## src/rtl/varint_encoder.sv

```systemverilog
// Pops 32-bit words from a first-word-fall-through FIFO and emits each value as a protobuf
// base-128 varint on a byte-wide valid/ready stream. Optional build macro: VARINT_ZIGZAG_EN.
module varint_encoder #(
  parameter int DATA_W  = 32,
  parameter int INDEX_W = 10
) (
  input  logic               clk,
  input  logic               reset_n,
  input  logic               varint_in_fifo_empty,
  input  logic [DATA_W-1:0]  varint_in_fifo_data,
  input  logic [INDEX_W-1:0] varint_in_index_data,
  input  logic               varint_in_size_data,
  output logic               varint_in_fifo_pop,
`ifdef VARINT_ZIGZAG_EN
  input  logic               zigzag_mode,
`endif
  output logic [7:0]         out_byte,
  output logic [INDEX_W-1:0] out_index,
  output logic               out_last,
  output logic               out_valid,
  input  logic               out_ready,
  output logic               err_orphan
);

  localparam int VAL_W = 2 * DATA_W;

  typedef enum logic [2:0] {
    S_IDLE    = 3'b001,
    S_WAIT_LO = 3'b010,
    S_EMIT    = 3'b100
  } state_t;

  state_t             state, state_next;
  logic [VAL_W-1:0]   val;
  logic [DATA_W-1:0]  hi;
  logic [INDEX_W-1:0] idx;
  logic               more;
  logic [VAL_W-1:0]   load_val;

  assign more = |val[VAL_W-1:7];

  // Value presented to the shift register when a low/only word is popped.
  always_comb begin
    if (state == S_WAIT_LO) begin
      load_val = {hi, varint_in_fifo_data};
    end else begin
      load_val = {{DATA_W{1'b0}}, varint_in_fifo_data};
    end
`ifdef VARINT_ZIGZAG_EN
    if (zigzag_mode) begin
      if (state != S_WAIT_LO) begin
        load_val = {{DATA_W{varint_in_fifo_data[DATA_W-1]}}, varint_in_fifo_data};
      end
      load_val = (load_val << 1) ^ {VAL_W{load_val[VAL_W-1]}};
    end
`endif
  end

  // NOTE: sequential state uses non-blocking assignments so every flop samples pre-edge values.
  always_ff @(posedge clk or negedge reset_n) begin
    if (!reset_n) begin
      state <= S_IDLE;
    end else begin
      state <= state_next;
    end
  end

  // NOTE: every always_comb output gets a default first so no path can infer a latch.
  always_comb begin
    state_next = state;
    unique case (state)
      S_IDLE: begin
        if (!varint_in_fifo_empty) begin
          state_next = varint_in_size_data ? S_WAIT_LO : S_EMIT;
        end
      end
      S_WAIT_LO: begin
        if (!varint_in_fifo_empty && !varint_in_size_data) begin
          state_next = S_EMIT;
        end
      end
      S_EMIT: begin
        if (out_ready && !more) begin
          state_next = S_IDLE;
        end
      end
      default: state_next = S_IDLE;
    endcase
  end

  // Pop is gated by reset because the reset state itself (IDLE) would otherwise pop.
  always_comb begin
    varint_in_fifo_pop = reset_n && (state != S_EMIT) && !varint_in_fifo_empty;
    out_valid          = (state == S_EMIT);
    out_byte           = out_valid ? {more, val[6:0]} : 8'h00;
    out_last           = out_valid && !more;
    out_index          = idx;
  end

  always_ff @(posedge clk or negedge reset_n) begin
    if (!reset_n) begin
      val        <= '0;
      hi         <= '0;
      idx        <= '0;
      err_orphan <= 1'b0;
    end else begin
      err_orphan <= 1'b0;
      if (varint_in_fifo_pop) begin
        if (varint_in_size_data) begin
          hi         <= varint_in_fifo_data;
          err_orphan <= (state == S_WAIT_LO);
        end else begin
          val <= load_val;
          idx <= varint_in_index_data;
        end
      end else if (out_valid && out_ready && more) begin
        val <= val >> 7;
      end
    end
  end

endmodule

```

## config.mk

```make
export PLATFORM = sky130hd
export DESIGN_NAME = varint_encoder
export DESIGN_NICKNAME = d
export VERILOG_FILES = /design/src/rtl/varint_encoder.sv
export SDC_FILE = /design/constraint.sdc
export NUM_CORES = 1
export LEC_CHECK = 0
export ABC_AREA = 1
export CORE_MARGIN = 10
export CORE_UTILIZATION = 35
export CTS_CLUSTER_DIAMETER = 60
export DETAILED_ROUTE_END_ITERATION = 10
export HOLD_SLACK_MARGIN = 0.02
export PLACE_DENSITY_LB_ADDON = 0.2
export SETUP_SLACK_MARGIN = 0.5
export SYNTH_ARGS = -nofsm -noshare
export SYNTH_HDL_FRONTEND = slang
export SYNTH_SLANG_ARGS = --single-unit
```

## constraint.sdc

```tcl
create_clock -name clk -period 1.7 [get_ports clk]
set_clock_uncertainty 0.1 [all_clocks]
set_input_delay 0.51 -clock clk [delete_from_list [all_inputs] [get_ports clk]]
set_output_delay 0.51 -clock clk [all_outputs]
set_load 0.01 [all_outputs]
```

# Word level (Yosys, flattened, before mapping)
# Cells that the tools add are included.
[word_totals] regBits=110 in_bits=47 out_inout_bits=22 elab_cells=42
[classes] eq_ne=8 muxes=12 bitwise_logic=1 reduce_logical=16
[ops] op="$mux W64" n=4
[ops] op="$reduce_or A57 Y1" n=1
[ops] op="$mux W3" n=4
[ops] op="$pmux W3 S3" n=1
[ops] op="$mux W8" n=1
[ops] op="$logic_and A1 B1 Y1" n=7
[ops] op="$reduce_and A2 Y1" n=3
[ops] op="$ne A2 B1 Y1 const B" n=2
[ops] op="$ne A2 B2 Y1 const B" n=2
[ops] op="$eq A3 B1 Y1 const B" n=1
[ops] op="$eq A3 B2 Y1 const B" n=1
[ops] op="$eq A3 B3 Y1 const B" n=1
[ops] op="$logic_not A1 Y1" n=3
[ops] op="$ne A3 B3 Y1 const B" n=1
[ops] op="$reduce_and A3 Y1" n=1
[ops] op="$mux W1" n=2
[ops] op="$reduce_bool A2 Y1" n=1
[ops] op="$not A1 Y1" n=1

# Longest topological paths before layout
[logic_depth] word_depth=5 mapped_depth=11 mapped_depth_nobuf=10

# Worst setup path before layout
# Ideal clock, no wire load.
[synth_timing] kind="in2out" startpoint="input varint_in_fifo_empty" endpoint="output varint_in_fifo_pop" arrival_time_ps=1125 t_required_ps=1090 setup_slack_ps=-35 cell_stages=4 path_buffers=1 path_cell_list="inv_1 -> nand2_1 -> nor2_4 -> clkbuf_1"
[synth_via] elab_chain_len=2
[synth_lines] item="from (decl)" line_no="9" rtl="input logic varint_in_fifo_empty,"
[synth_lines] item="$logic_not A1 Y1" line_no="93" rtl="varint_in_fifo_pop = reset_n && (state != S_EMIT) && !varint_in_fifo_empty;"
[synth_lines] item="$logic_and A1 B1 Y1" line_no="93"
[synth_lines] item="to (decl)" line_no="13" rtl="output logic varint_in_fifo_pop,"
# Every way passes these cells.

# Worst setup path in the final report
[layout_timing] startpoint="register val[45]" endpoint="output out_byte[7]"
[layout_via] elab_chain_len=2
[layout_lines] item="from (decl)" line_no="34" rtl="logic [VAL_W-1:0] val;"
[layout_lines] item="from (signal assigned)" line_no="113" rtl="val <= load_val;"
[layout_lines] item="from (signal assigned)" line_no="117" rtl="val <= val >> 7;"
[layout_lines] item="$reduce_or A57 Y1" line_no="40" rtl="assign more = |val[VAL_W-1:7];"
[layout_lines] item="$mux W8" line_no="95" rtl="out_byte = out_valid ? {more, val[6:0]} : 8'h00;"
[layout_lines] item="to (decl)" line_no="17" rtl="output logic [7:0] out_byte,"
# Every way passes these cells.

==> results.ini <==
[detailed_routing]
drc = 0
routed_wirelength_um = 21500
drt-vias-per-instance = 5.23
drt-pass1-iter-count = 5
wl_per_cell_um = 19.2
vias = 5853
drtIter0Drc = 566
final_antenna_net_count = 0

[timing]
hold_violations = 0
finalSetupTns_ns = -56.70
fin_ws_ns = -0.652
final_max_slew_viol_count = 0
whs_ns = 0.0948
slew_headroom_pct = 70.3
tightest_slew_ns = 0.446
timing.final.crit_share_pct = 138
min_period_ns = 2.35
finalSetupViolCount = 120
max_freq_ghz = 0.425
rsz0062_at_grt = yes

[power_and_ir_drop]
p_sw_mw = 4.27
p_leak_nw = 4.87
switching_share_pct = 36.4
internal-power_mw = 7.46
seqPwrFrac_pct = 33.5
peakVddDrop_v = 0.000579
combPwrFrac_pct = 48.1
power.density_nw_per_um2 = 1230
clkPwrFrac_pct = 18.4

[setup_path]
crit_fanout = 3
startpoint_type = register
cp.required_ns = 1.09
arrival_ns = 1.74
worstPathCellList = inv_1 -> nand2_1 -> nor2_2 -> nand2_1 -> nor2_2 -> nand2_2 -> nand2_2 -> inv_2 -> buf_6
endpoint_kind = output pin
path_class = reg2out
critPathMaxStageDelay_ns = 0.41
cp_slowest_cell = dfrtp_1

[clock_tree]
cts_tree = yes
cts_buffer_depth = 2
cts_made_buffers = 9
clockRootBuffer = clkbuf_16
clk_latency_ns = 0.36
cts_max_level = 3
path_clk_slew_ns = 0.07
cts_sinks = 110
post_cts_hold_buffer_count = 0

[synth]
yosysWarnings = 0
synthCells = 713
avgSynthCellArea_um2 = 7.58
yosys.cell_types.count = 19
ys_ff_latch = 110
synth_nets = 760
syn_area_um2 = 5410
ys_seq_area_share_pct = 50.9

[floorplanning]
core_region_area_um2 = 15100
fp.dieW_um = 144
start_util_pct = 35.7
die_h_um = 144
rows = 45
die_area_um2 = 20800
io_pins = 69

[layout]
stdcell_area_um2 = 9540
diodes = 0
syn2layout_area_growth_pct = 76.6
fillers = 1200
final_common_cell = nand2_1
layout_common_cells = 196 x nand2_1, 109 x dfrtp_1, 93 x buf_4
fin_nets = 974
drive_gt1_share_pct = 41.6

[placed_design]
place_congestion = 0.847
dpl-instance-area_um2 = 7150
port_buffers = 68
dp_hpwl_um = 11000

[status]
violations = negative setup slack
status = finished, violations left

[flow_run]
drv_cap = 0

[grt]
grt_pass1_vias = 6009
grt_pass1_wl_um = 33200
grt_util_all_layers_pct = 21.0
grt_max_degree = 81
overflow = 0
antenna_found_initial = 0

[hold_path]
hold_path_class = in2async

worst max-delay path: cells and delay by family (launching register included):
kind          cells  cell delay [ns]
flops             1             0.41
simple gates      6             0.74
buf+inv           3             0.25
metrics by stage:
step                      utilization [%]  worst slack [ns]  total power, mW  cells
after floorplan                         -            0.0426             5.70    713
after global placement               47.2            -0.720             7.29   1022
after detailed placement             47.2            -0.716             7.37   1022
after CTS                            60.1            -0.553             11.0   1106
after global routing                 63.0            -0.674             12.3   1120
final                                63.0            -0.652             11.7   1120
layout make-up:
type / count / area, um^2 / share of cell area [%]
well taps: 188 / 235 / 2.46
repair buffers: 244 / 3010 / 31.5
inverters: 56 / 239 / 2.50
flip-flops and latches: 110 / 2750 / 28.9
multi-input cells: 506 / 3030 / 31.7
clock inverters: 4 / 47.5 / 0.498
clock buffers: 12 / 236 / 2.48
power by group through the flow:
stage / combinational, mW / sequential [mW] / clock [mW]
after floorplan: 1.86 / 3.84 / 0
after global placement: 3.48 / 3.82 / 0
after detailed placement: 3.53 / 3.85 / 0
after CTS: 5.03 / 3.84 / 2.17
after global routing: 6.05 / 4.01 / 2.28
final: 5.65 / 3.93 / 2.16
path summary, 6_finish.rpt:
kind                       startpoint     endpoint  slack [ns]  depth (start not counted)
max                           val[45]  out_byte[7]       -0.65                          9
min                           reset_n     state[2]        0.09                          2
max reg2reg                   val[45]      val[46]       -0.57                         14
min reg2reg                     hi[0]        hi[0]        0.41                          2
max in group asynchronous     reset_n      val[21]        0.66                          3
min in group clk                hi[0]        hi[0]        0.41                          2
repair_timing:
item / CTS / global route
gates resized for setup: 314 / 73
setup buffers: 39 / 12
pin swaps: 38 / 19
endpoints found under the hold margin: 0 / 0
cloned: 29 / 2
setup endpoints to repair: 132 / 169
cell families (layout without fill, tap and decap cells):
| group | after synthesis | in the layout | share of synthesized area [%] |
|---|---|---|---|
| compound gates | 75 | 75 | 6.94 |
| simple gates | 420 | 421 | 31.8 |
| flops | 110 | 110 | 50.9 |
| mux | 10 | 10 | 2.08 |
| buf+inv | 98 | 316 | 8.24 |
layer usage:
| metal | share of wire, % | track usage, % |
|---|---|---|
| met5 | 0 | 0 |
| met4 | 4.0 | 10.5 |
| met3 | 6.9 | 4.66 |
| met2 | 50 | 34.7 |
| met1 | 39 | 25.2 |
state kept, by name, summed over array words and instances, names as in the netlist:
name	flops
val	64
hi	32
out_index	10
state	3
err_orphan	1
cells in the mapped netlist:
cell        n  share of area, %
nand3_1    93               8.6
o21ai_0    72               6.7
o21ai_1     3              0.28
nor3_4      1              0.30
dfrtp_1   109                50
mux2_2     10               2.1
inv_2       2              0.14
buf_6       6               1.2
buf_4       1              0.14
dfstp_2     1              0.49
nand2_1   267                19
nand4_1     1              0.12
nand2_2     1              0.12
nor2_1     56               3.9
nor2_4      1              0.21
clkbuf_1   12              0.83
buf_2      23               2.1
clkinv_1    1             0.069
inv_1      53               3.7
(Power assumes the default switching activity.)
